[src/rtl/freq_counter_pkg.sv]
`default_nettype none
// ============================================================================
// Module   : freq_counter_pkg
// Purpose  : Shared constants and FSM encoding for the gated frequency counter.
// Revision : 1.0 - initial release
// ============================================================================
package freq_counter_pkg;

  localparam int DISP_MAX = 9999;
  localparam int DISP_W   = 16;
  localparam int COUNT_W  = 14;

  typedef enum logic [1:0] {
    IDLE    = 2'd0,
    MEASURE = 2'd1,
    CONVERT = 2'd2
  } fsm_state_t;

endpackage
`default_nettype wire

[src/rtl/freq_gate_counter_bin2bcd.sv]
`default_nettype none
// ============================================================================
// Module   : bin2bcd_seq
// Purpose  : Serial double-dabble converter, 14-bit binary to 4-digit packed
//            BCD; present only when BCD_OUT_EN is defined.
// Revision : 1.0 - initial release
// ============================================================================
`ifdef BCD_OUT_EN
module bin2bcd_seq
  import freq_counter_pkg::*;
(
  input  logic               clk,
  input  logic               reset,
  input  logic               start,
  input  logic [COUNT_W-1:0] bin,
  output logic               done,
  output logic [DISP_W-1:0]  bcd
);

  localparam int c_cnt_w = $clog2(COUNT_W);
  localparam logic [c_cnt_w-1:0] c_shifts_left = c_cnt_w'(COUNT_W - 1);

  logic [COUNT_W-1:0] r_bin;
  logic [DISP_W-1:0]  r_bcd;
  logic [DISP_W-1:0]  w_adj;
  logic [c_cnt_w-1:0] r_cnt;
  logic               r_done;

  for (genvar i = 0; i < DISP_W / 4; i++) begin : g_nibble
    assign w_adj[4*i +: 4] = (r_bcd[4*i +: 4] >= 4'd5) ? r_bcd[4*i +: 4] + 4'd3
                                                       : r_bcd[4*i +: 4];
  end

  // The load performs the first shift (adjust of an all-zero BCD is a no-op),
  // so the whole conversion completes 14 cycles after start.
  always_ff @(posedge clk or posedge reset) begin
    if (reset) begin
      r_bin  <= '0;
      r_bcd  <= '0;
      r_cnt  <= '0;
      r_done <= 1'b0;
    end else begin
      r_done <= 1'b0;
      if (start) begin
        r_bcd <= {{(DISP_W-1){1'b0}}, bin[COUNT_W-1]};
        r_bin <= {bin[COUNT_W-2:0], 1'b0};
        r_cnt <= c_shifts_left;
      end else if (r_cnt != '0) begin
        r_bcd <= {w_adj[DISP_W-2:0], r_bin[COUNT_W-1]};
        r_bin <= {r_bin[COUNT_W-2:0], 1'b0};
        r_cnt <= r_cnt - 1'b1;
        if (r_cnt == c_cnt_w'(1)) r_done <= 1'b1;
      end
    end
  end

  assign done = r_done;
  assign bcd  = r_bcd;

endmodule
`endif
`default_nettype wire

[src/rtl/freq_gate_counter.sv]
`default_nettype none
// ============================================================================
// Module   : freq_gate_counter
// Purpose  : Counts sig_in rising edges over a fixed gate window and publishes
//            the saturated count. Option macro: BCD_OUT_EN (packed BCD output).
// Revision : 1.0 - initial release
// ============================================================================
module freq_gate_counter
  import freq_counter_pkg::*;
#(
  parameter int CLK_HZ    = 100_000_000,
  parameter int GATE_MS   = 1000,
  parameter int MAX_COUNT = 9999
) (
  input  logic              clk,
  input  logic              reset,
  input  logic              sig_in,
  input  logic              enable,
  output logic [DISP_W-1:0] displayed_number,
  output logic              update,
  output logic              overflow
);

  localparam int GATE_CYCLES = CLK_HZ / 1000 * GATE_MS;
  localparam int GATE_W      = $clog2(GATE_CYCLES);
  localparam logic [GATE_W-1:0]  c_gate_last = GATE_W'(GATE_CYCLES - 1);
  localparam logic [COUNT_W-1:0] c_max_count = COUNT_W'(MAX_COUNT);

  logic               r_s1, r_s2, r_s3;
  logic               w_edge;
  fsm_state_t         r_state, w_state_next;
  logic [GATE_W-1:0]  r_gate;
  logic [COUNT_W-1:0] r_count, w_count_inc;
  logic               w_sat, w_close, w_counting, w_run;
  logic [DISP_W-1:0]  r_display;
  logic               r_update, r_overflow;

  always_ff @(posedge clk or posedge reset) begin
    if (reset) begin
      r_s1 <= 1'b0;
      r_s2 <= 1'b0;
      r_s3 <= 1'b0;
    end else begin
      r_s1 <= sig_in;
      r_s2 <= r_s1;
      r_s3 <= r_s2;
    end
  end

  assign w_edge      = r_s2 & ~r_s3;
  assign w_count_inc = (w_edge && (r_count != c_max_count)) ? r_count + 1'b1 : r_count;
  assign w_sat       = (w_count_inc == c_max_count);
  assign w_close     = (r_state == MEASURE) && (r_gate == c_gate_last);

`ifdef BCD_OUT_EN
  // The following window keeps measuring while the converter is busy.
  assign w_counting = (r_state == MEASURE) || (r_state == CONVERT);
`else
  assign w_counting = (r_state == MEASURE);
`endif
  assign w_run = w_counting && enable && (r_gate != c_gate_last);

  // Anything other than a running window (idle, disabled, gate close) restarts at 0.
  always_ff @(posedge clk or posedge reset) begin
    if (reset) begin
      r_gate  <= '0;
      r_count <= '0;
    end else if (w_run) begin
      r_gate  <= r_gate + 1'b1;
      r_count <= w_count_inc;
    end else begin
      r_gate  <= '0;
      r_count <= '0;
    end
  end

  always_ff @(posedge clk or posedge reset) begin
    if (reset) r_state <= IDLE;
    else       r_state <= w_state_next;
  end

`ifdef BCD_OUT_EN
  logic              w_conv_done;
  logic [DISP_W-1:0] w_bcd;
  logic              r_sat_hold;

  bin2bcd_seq u_bin2bcd (
    .clk   (clk),
    .reset (reset),
    .start (w_close),
    .bin   (w_count_inc),
    .done  (w_conv_done),
    .bcd   (w_bcd)
  );
`endif

  always_comb begin
    w_state_next = r_state;
    case (r_state)
      IDLE: begin
        if (enable) w_state_next = MEASURE;
      end
      MEASURE: begin
        if (w_close) begin
`ifdef BCD_OUT_EN
          w_state_next = CONVERT;
`else
          w_state_next = enable ? MEASURE : IDLE;
`endif
        end else if (!enable) begin
          w_state_next = IDLE;
        end
      end
`ifdef BCD_OUT_EN
      CONVERT: begin
        if (w_conv_done) w_state_next = enable ? MEASURE : IDLE;
      end
`endif
      default: w_state_next = IDLE;
    endcase
  end

`ifdef BCD_OUT_EN
  always_ff @(posedge clk or posedge reset) begin
    if (reset) begin
      r_display  <= '0;
      r_update   <= 1'b0;
      r_overflow <= 1'b0;
      r_sat_hold <= 1'b0;
    end else begin
      r_update <= w_conv_done;
      if (w_close) r_sat_hold <= w_sat;
      if (w_conv_done) begin
        r_display  <= w_bcd;
        r_overflow <= r_sat_hold;
      end
    end
  end
`else
  always_ff @(posedge clk or posedge reset) begin
    if (reset) begin
      r_display  <= '0;
      r_update   <= 1'b0;
      r_overflow <= 1'b0;
    end else begin
      r_update <= w_close;
      if (w_close) begin
        r_display  <= {{(DISP_W-COUNT_W){1'b0}}, w_count_inc};
        r_overflow <= w_sat;
      end
    end
  end
`endif

  assign displayed_number = r_display;
  assign update           = r_update;
  assign overflow         = r_overflow;

endmodule
`default_nettype wire
[config.mk]
export PLATFORM = sky130hd
export DESIGN_NAME = freq_gate_counter
export DESIGN_NICKNAME = d
export VERILOG_FILES = /design/src/rtl/freq_counter_pkg.sv /design/src/rtl/freq_gate_counter_bin2bcd.sv /design/src/rtl/freq_gate_counter.sv
export SDC_FILE = /design/constraint.sdc
export NUM_CORES = 1
export LEC_CHECK = 0
export BUFFER_PORTS_ARGS = -buffer_cell sky130_fd_sc_hd__buf_2
export CAP_MARGIN = 40
export CORE_MARGIN = 2
export CORE_UTILIZATION = 62
export CTS_BUF_LIST = sky130_fd_sc_hd__clkbuf_4 sky130_fd_sc_hd__clkbuf_8
export CTS_CLUSTER_SIZE = 8
export DETAILED_ROUTE_END_ITERATION = 12
export PLACE_DENSITY = 0.82
export SYNTH_ARGS = -nofsm -noshare
export SYNTH_HDL_FRONTEND = slang
export SYNTH_HIERARCHICAL = 1
export SYNTH_SLANG_ARGS = --single-unit
[constraint.sdc]
create_clock -name clk -period 2.1 [get_ports clk]
set_input_delay 0.315 -clock clk [delete_from_list [all_inputs] [get_ports clk]]
set_output_delay 0.315 -clock clk [all_outputs]
set_load 0.05 [all_outputs]
Word level (Yosys, flattened, before mapping)
Cells that the tools add are included.
{ "word_totals": {"reg_bits": 62, "input_bits": 4} }
{ "op_classes": {"addsub": 2, "mux": 8, "n_reduce_logical": 6, "bitwise": 2, "eq_ne": 7} }
{ "ops": {"columns": ["op", "count"], "rows": [
  ["14-bit two-way mux", 2],
  ["27-bit by 1-bit adder with 27-bit output, second input constant", 1],
  ["27-bit == test, second input constant", 1],
  ["27-bit two-way mux", 1],
  ["27-bit != test, second input constant", 1],
  ["14-bit by 1-bit adder with 14-bit output, second input constant", 1],
  ["14-bit == test, second input constant", 1],
  ["14-bit != test, second input constant", 1],
  ["2-bit two-way mux", 3],
  ["1-bit logical AND", 4],
  ["2-bit case mux with 2 select lines", 1],
  ["3-bit != test, second input constant", 1],
  ["2-bit by 1-bit == test with 1-bit output, second input constant", 1],
  ["2-bit logical NOT", 1],
  ["2-bit != test, second input constant", 1],
  ["2-bit AND reduction", 1],
  ["1-bit AND", 1],
  ["1-bit two-way mux", 1],
  ["1-bit NOT", 1]
]} }

Longest topological paths before layout
Gate-level depths: netlist of the first run.
{ "logic_depth": {"ltp_word": 5, "mapped_depth": 8, "mapped_depth_nobuf": 8} }

Worst setup path after synthesis of the first run
OpenSTA, ideal clock, no wires.
{ "synth_path": {"path_kind": "reg-to-reg", "startpoint": "reg r_count[0]", "endpoint": "reg r_count[12]", "path_buffers": 0, "slack_ps": 372, "setup_ps": 122, "path_stages_with_launch": 7, "required_time_ps": 1978, "t_arrival_ps": 1607, "path_cell_list": "dfrtp_1 > ha_1 > nand3b_1 > nor3_1 > a31oi_1 > or2_1 > nor2b_1"} }
{ "synth_between": {"elab_chain_cells": 4} }
{ "synth_lines": {"columns": ["item", "line_no", "source"], "rows": [
  ["from (decl)", "freq_gate_counter.sv:33", "logic [COUNT_W-1:0] r_count, w_count_inc;"],
  ["from (signal assigned)", "freq_gate_counter.sv:70", "r_count <= w_count_inc;"],
  ["branches (longest 2 deep; another with 14-bit by 1-bit adder with 14-bit output)", null, null],
  ["14-bit two-way mux (*)", "freq_gate_counter.sv:51", "assign w_count_inc = (w_edge && (r_count != c_max_count)) ? r_count + 1'b1 : r_count;"],
  ["14-bit two-way mux (*)", "freq_gate_counter.sv:68", "end else if (w_run) begin"]
]} }
Mark *: on every way between the ends.
A chain may end at the register's enable or synchronous reset.

Worst setup path in the final report of the first run
Ends and elaborated chain as after synthesis.

==> summary.md, run 1 <==
| Metric | Value |
|---|---|
| Status | `finished, final reports clean` |
| Clock Sinks | `slightly above 60` |
| HPWL after DPL | `around 4.0 mm` |
| Grt ovf | `0` |
| Drt drc | `0` |
| Chip Height | `73.0 um` |
| TritonCTS clock tree | `done` |
| Per-cell routed wire length | `roughly 15 um` |
| Count leader, synth | `dfrtp_1` |
| CTS buffer count | `9` |
| Crit path required time | `between 2 and 2.5 ns` |
| CTS max path bufs | `2` |
| Reg2Reg Depth | `6` |
| Net Sw Frac | `a little over a fifth` |
| CP top delay family | `simple AND/OR/NAND/NOR gates` |
| List of most frequent post-synthesis cells | `dfrtp_1 (61), nor2_1 (45), nand2_1 (40)` |
| Vias in the first global route | `~2200` |
| Reg2reg setup slack | `0.15 ns` |
| Pwr dens | `between 700 and 800 nW/um2` |
| Seq pwr share | `approximately 50%` |
| RSZ-0062 raised after global routing | `false` |
| Via Count | `2202` |
| Worst path bufs/invs | `0` |
| # H-tree levels | `3` |
| DRT Wirelength | `5.73 mm` |
| Placed cell area | `3150 um2` |
| Number of primary I/O pins | `22` |
| Cell taking the most area after synthesis | `dfrtp_1` |
| Worst R2R Start | `r_count[0]` |
| Total die area | `approximately 5300 um2` |
| Register area share after synthesis | `between 50% and 60%` |
| Number of flops mapped to enable cells by yosys | `0` |
| CTS Root Buffer Type | `clkbuf_8` |
| Yosys warning total | `6` |
| Crit Path Category | `reg -> reg` |
| Placeable Area | `about 4700 um2` |
| Startpoint Class | `register` |
| ANT nets after route | `0` |
| Min cycle time layout | `just under 2 ns` |
| Post-cts resize count | `0` |
| R2r endpoint | `r_count[12]` |
| Die Wd | `about 73 um` |
| Post-Syn Area per Cell | `9.88 um2` |
| Vias per cell | `~5.7` |
| Area Overhead vs Synth | `13.9%` |
| Final setup fails | `0` |
| Max Slew Vio Count | `0` |
| # rows | `25` |
| Post-Synthesis Cells | `299` |
| Synth unique cells | `43` |
| Drt first pass iters | `4` |
| Hold buffer count at CTS | `0` |
| CP max-delay cell | `dfrtp_1` |
| Final period utilization | `92.8%` |
| Max cap viols | `0` |
| Mapped cell area | `2950 um2` |
| Fmax | `about 500 MHz` |
| Worst hold path type | `in -> async` |
| P_sw | `about 500 uW` |
| Fraction of layout cells with a size suffix above 1 | `17.5%` |
| Dominant cells by area after synthesis | `dfrtp_1 (52%), xor2_1 (5.9%), nor2_1 (5.7%)` |
| PortBufs | `19` |
| Final TNS setup | `0 ns` |
| Global-route usage over all layers | `24.3%` |
| Primary FF master, synth | `dfrtp_1` |
| First-pass GRT wire length | `9.81 mm` |
| Clock slew at reported path FFs | `roughly 0.07 ns` |
| Post-CTS Setup Bufs | `0` |
| CP Capture Type | `register` |
| GP Congestion | `0.877` |
| Largest net degree at the start of global routing | `41` |
| Final instance area | `3360 um2` |
| Asr flop ratio synth | `100%` |
| Antenna violations before repair | `0` |
| Worst vdd ir | `between 500 and 600 uV` |
| Yosys reg bits | `just over 60` |
| Final core occ | `a little over 70%` |
| Worst Path Arrival | `roughly 2.2 ns` |
| Fin. Hold Viols | `0` |
| # diodes | `0` |
| Post-synth top area share | `about half` |
| DR iter-0 viols | `around 120` |
| Worst path max stage delay | `approximately 0.44 ns` |
| Clock power share | `between 40% and 50%` |
| Crit-path cells | `ha_1 > nand3b_1 > nor3_1 > a31oi_1 > or2_1 > nor2b_1` |
| Leakage Power | `roughly 1.5 nW` |
| Crit-path max FO | `6` |
| Nets | `around 330` |
| Internal | `~1.9 mW` |
| Starting Density | `a little under two thirds` |
| Combinational group share of total power | `roughly 2.8%` |
| Fin Clk Skew | `between 0.007 and 0.008 ns` |
| Worst skew pair latency | `between 0.3 and 0.4 ns` |
[sequential cells by signal, indices dropped and copies added, names as in the netlist]
name / count
r_s1: 1
r_state: 1
r_gate: 27
r_s3: 1
r_count: 14
displayed_number: 14
overflow: 1
r_s2: 1
update: 1
[power groups by stage]
stage	clock (mW)	combinational, mW	sequential (mW)
final	1.13	0.0667	1.19
after floorplan	0	0.0488	1.21
after detailed placement	0	0.0683	1.21
after global routing	1.20	0.0759	1.19
after global placement	0	0.0676	1.21
after CTS	1.14	0.0687	1.19
[layer usage]
metal | global-route usage, % | wire length (um)
met5 | 0 | 0
met4 | 13.0 | 121
met3 | 4.70 | 192
met2 | 37.6 | 2710
met1 | 32.2 | 2720
[stage by stage]
stage / power, mW / hold slack, ns / worst slack (ns) / instances
6_report: 2.38 / 0.00191 / 0.152 / 386
4_1_cts: 2.40 / 0.00238 / 0.145 / 386
5_1_grt: 2.46 / 0.0464 / 0.0216 / 386
2_1_floorplan: 1.26 / 0.331 / 0.272 / 300
3_3_place_gp: 1.28 / 0.335 / 0.255 / 370
3_5_place_dp: 1.28 / 0.349 / 0.177 / 370
[worst max path at each step]
stage	start	endpoint	slack, ns	cells after the start
floorplan	reset	displayed_number[0]	0.27	1
global placement	r_gate[0]	displayed_number[1]	0.25	8
detailed placement	r_gate[0]	displayed_number[3]	0.18	8
CTS	r_gate[0]	displayed_number[3]	0.15	8
global route	r_count[0]	overflow	0.02	7
finish	r_count[0]	r_count[12]	0.15	6
[kinds of logic after synthesis]
group	count (synthesis)	synth area share, %
fa+ha+maj	2	0.847
other cells	1	0.127
simple gates	155	28.1
flops	61	51.7
xor+xnor	38	11.3
compound gates	21	4.15
mux	2	0.720
buf+inv	19	3.13
[worst reg2reg max path: cells and delay by family, from the launching register on]
family	cells	cell delay, ns
AOI/OAI and AO/OA	1	0.17
DFF	1	0.44
and+or+nand+nor	4	0.97
adders and majority gates	1	0.27
[cells in the final DEF (no fill, tap or decap), types with 5 or more instances in the layout]
master,synthesis,routed
and3_1,8,8
buf_2,8,19
buf_4,3,8
clkbuf_8,0,9
dfrtp_1,61,61
nand2_1,40,40
nand3_1,14,14
nand4_1,8,8
nor2_1,45,45
nor2b_1,5,5
o21ai_1,11,11
xnor2_1,18,18
xor2_1,20,20
[area by class of cell]
| cell class | instances | area (um2) |
|---|---|---|
| clock inverter | 5 | 75.1 |
| clock buffer | 11 | 139 |
| inverter | 6 | 22.5 |
| tap | 54 | 67.6 |
| multi-input combinational | 220 | 1340 |
| fill | 350 | 1300 |
| timing repair buffer | 29 | 195 |
| sequential | 61 | 1530 |
(Power assumes the default switching activity.)
==> run 2, diff against run 1 <==
--- a/config.mk
+++ b/config.mk
@@ -8,12 +8,12 @@
 export BUFFER_PORTS_ARGS = -buffer_cell sky130_fd_sc_hd__buf_2
 export CAP_MARGIN = 40
 export CORE_MARGIN = 2
-export CORE_UTILIZATION = 62
-export CTS_BUF_LIST = sky130_fd_sc_hd__clkbuf_4 sky130_fd_sc_hd__clkbuf_8
+export CORE_UTILIZATION = 59
 export CTS_CLUSTER_SIZE = 8
 export DETAILED_ROUTE_END_ITERATION = 12
-export PLACE_DENSITY = 0.82
+export PLACE_DENSITY = 0.78
 export SYNTH_ARGS = -nofsm -noshare
 export SYNTH_HDL_FRONTEND = slang
 export SYNTH_HIERARCHICAL = 1
 export SYNTH_SLANG_ARGS = --single-unit
+export TNS_END_PERCENT = 30
==> run 2 against run 1 <==
Against the previous run:
- the run now ends with hold timing left
- fmax up 0.82%
- global-route usage down 1.4 points
- cell area is 0.63% higher
- largest cell class unchanged
==> summary.md, run 2 (synthesis gave the netlist of run 1 again) <==
| Metric | Value |
|---|---|
| Drt drc | `0 (unchanged)` |
| CTS max path bufs | `2 (unchanged)` |
| CTS Root Buffer Type | `clkbuf_8` |
| Fin Clk Skew | `0.00412 ns (-0.00375 ns)` |
| Crit Path Category | `reg -> reg` |
| Largest net degree at the start of global routing | `26 (-37%)` |
| Pre-CTS setup slack | `0.163 ns (-0.0136 ns)` |
| Fin. Hold Viols | `13 (+13)` |
| Crit-path max FO | `17 (+11)` |
| Worst path bufs/invs | `1 (+1)` |
| Failing checks | `hold timing` |
| Min cycle time layout | `1.93 ns (-0.0158 ns)` |
| Hold slack | `-0.00229 ns (-0.00420 ns)` |
| Fraction of layout cells with a size suffix above 1 | `17.2% (-0.25 points)` |
| Number of flip-flops under the largest register name | `27 (unchanged)` |
| Leakage Power | `1.53 nW (-0.42%)` |
| Net Sw Frac | `20.2% (-0.57 points)` |
| CP max-delay cell | `dfrtp_1` |
| Area Overhead vs Synth | `14.6%` |
| Clock Sinks | `61 (unchanged)` |
| Combinational group share of total power | `2.7% (about the same)` |
| Drt first pass iters | `4 (unchanged)` |
| Met3 global-route usage | `4.69% (-0.011 points)` |
| Worst path max stage delay | `0.39 ns (-0.05 ns)` |
| Startpoint Class | `register` |
| Worst vdd ir | `548 uV (+1.9%)` |
| Pwr dens | `713 nW/um2 (+0.70%)` |
| Non-filler cells, final | `398 (+3.1%)` |
| Worst skew pair latency | `0.34 ns (about the same)` |
| Status | `finished with violations` |
| Seq pwr share | `49.2% (-0.7 points)` |
| Setup WS post-layout | `0.168 ns (+0.0158 ns)` |
| Per-cell routed wire length | `13.7 um (-7.5%)` |
| CP Capture Type | `register` |
| TritonCTS clock tree | `done` |
| Die Wd | `74.8 um (+2.4%)` |
| Number of primary I/O pins | `22 (unchanged)` |
| # H-tree levels | `3 (unchanged)` |
| Placed cells | `382 (+3.2%)` |
| Starting Density | `61.7% (-1.7 points)` |
| Total die area | `5590 um2 (+4.8%)` |
| Fmax | `517 MHz (+0.82%)` |
| Vias in the first global route | `2011 (-7.6%)` |
| Via Count | `2121 (-3.7%)` |
| Commonest non-fill, non-tap cells in the layout | `dfrtp_1 (61), nor2_1 (45), nand2_1 (40)` |
| First-pass GRT wire length | `9.40 mm (-4.1%)` |
| Biggest register | `r_gate` |
| Vias per cell | `5.33 (-6.6%)` |
| Nets | `332 (-0.30%)` |
| Antenna violations before repair | `0 (unchanged)` |
| # rows | `25 (unchanged)` |
| Post-CTS Setup Bufs | `0 (unchanged)` |
| ANT nets after route | `0 (unchanged)` |
| Most common cell after layout, fill and taps aside | `dfrtp_1` |
| GP Congestion | `0.846 (-3.5%)` |
| P_sw | `489 uW (-1.4%)` |
| Met1 usage | `32.6% (+0.39 points)` |
| Crit-path cells | `ha_1 > and3_1 > nand3_1 > nor3_2 > nand2_1 > nand3_1 > buf_4 > nor2_1` |
| PortBufs | `19 (unchanged)` |
| Met2 Usage GRT | `32.6% (-5.0 points)` |
| Placeable Area | `4790 um2 (+2.7%)` |
| Grt ovf | `0 (unchanged)` |
| Clock slew at reported path FFs | `0.06 ns (about the same)` |
| Max cap viols | `0 (unchanged)` |
| Internal | `1.93 mW (+2.1%)` |
| Final TNS setup | `0 ns (unchanged)` |
| Final period utilization | `92.0% (-0.75 points)` |
| RSZ-0062 raised after global routing | `false` |
| Most Used Layer, Global Route | `met2` |
| Worst Path Arrival | `2.15 ns (-0.02 ns)` |
| Max Slew Vio Count | `0 (unchanged)` |
| Clock power share | `48.1% (+0.8 points)` |
| # diodes | `0 (unchanged)` |
| Worst hold path type | `in -> async` |
| Crit path required time | `2.32 ns (about the same)` |
| HPWL after DPL | `3.88 mm (-4.0%)` |
| Chip Height | `74.8 um (+2.4%)` |
| CP top delay family | `simple AND/OR/NAND/NOR gates` |
| Final setup fails | `0 (unchanged)` |
| DRT Wirelength | `5.47 mm (-4.6%)` |
| CTS buffer count | `9 (unchanged)` |
| Most frequent CP cell | `nand3_1` |
| DR iter-0 viols | `126 (+4.1%)` |
| Global-route usage over all layers | `22.8% (-1.4 points)` |
| Pwr Total | `2.41 mW (+1.3%)` |
==> run 2: layout make-up <==
type	count	area (um2)
Sequential cell	61	1530
Fill cell	371	1400
Multi-Input combinational cell	220	1350
Timing Repair Buffer	28	175
Clock buffer	12	155
Tap cell	67	83.8
Clock inverter	4	70.1
Inverter	6	22.5
==> run 2: worst reg2reg max path, delay by kind of cell (launching register included) <==
kind	cells	cell delay, ns
adder cells (fa/ha/maj)	1	0.21
buffers and inverters	1	0.25
flip-flops	1	0.39
AND/OR/NAND/NOR	6	0.97
==> run 2: final timing paths <==
path	slack (ns)	to	start	cells after the start
setup reg to reg	0.17	r_gate[10]	r_gate[0]	8
hold reg to reg	0.35	r_s2	r_s1	0
min in group clk	0.08	r_s1	sig_in	1
hold / removal	-0.002	overflow	reset	2
setup / recovery	0.17	r_gate[10]	r_gate[0]	8
max in group asynchronous	1.47	displayed_number[5]	reset	3
==> run 2: per-layer routing <==
metal,wire length [um],part of all wire (%),vias up
met5,0,0,-
met4,123,2.2,0
met3,168,3.1,10
met2,2460,45,36
met1,2710,50,1012
li1,-,-,1063
==> run 2: per-stage QoR <==
stage	instance area (um2)	utilization [%]	hold slack, ns
after global placement	3150	65.8	0.331
after CTS	3370	70.5	0.00200
after floorplan	2960	-	0.331
after global routing	3390	70.7	0.0432
final	3390	70.7	-0.00229
after detailed placement	3150	65.8	0.336
==> run 2: what timing repair did <==
action                                 in CTS  in global routing
endpoints found under the hold margin       0                  0
hold buffers                                0                  0
gates resized for setup                     0                  2
setup endpoints to repair                   0                  3
==> run 2: power by group through the flow <==
stage,logic (mW),registers (mW),clock network (mW)
floorplan,0.0488,1.21,0
global placement,0.0662,1.21,0
detailed placement,0.0666,1.21,0
CTS,0.0666,1.19,1.18
global route,0.0745,1.19,1.22
finish,0.0647,1.19,1.16
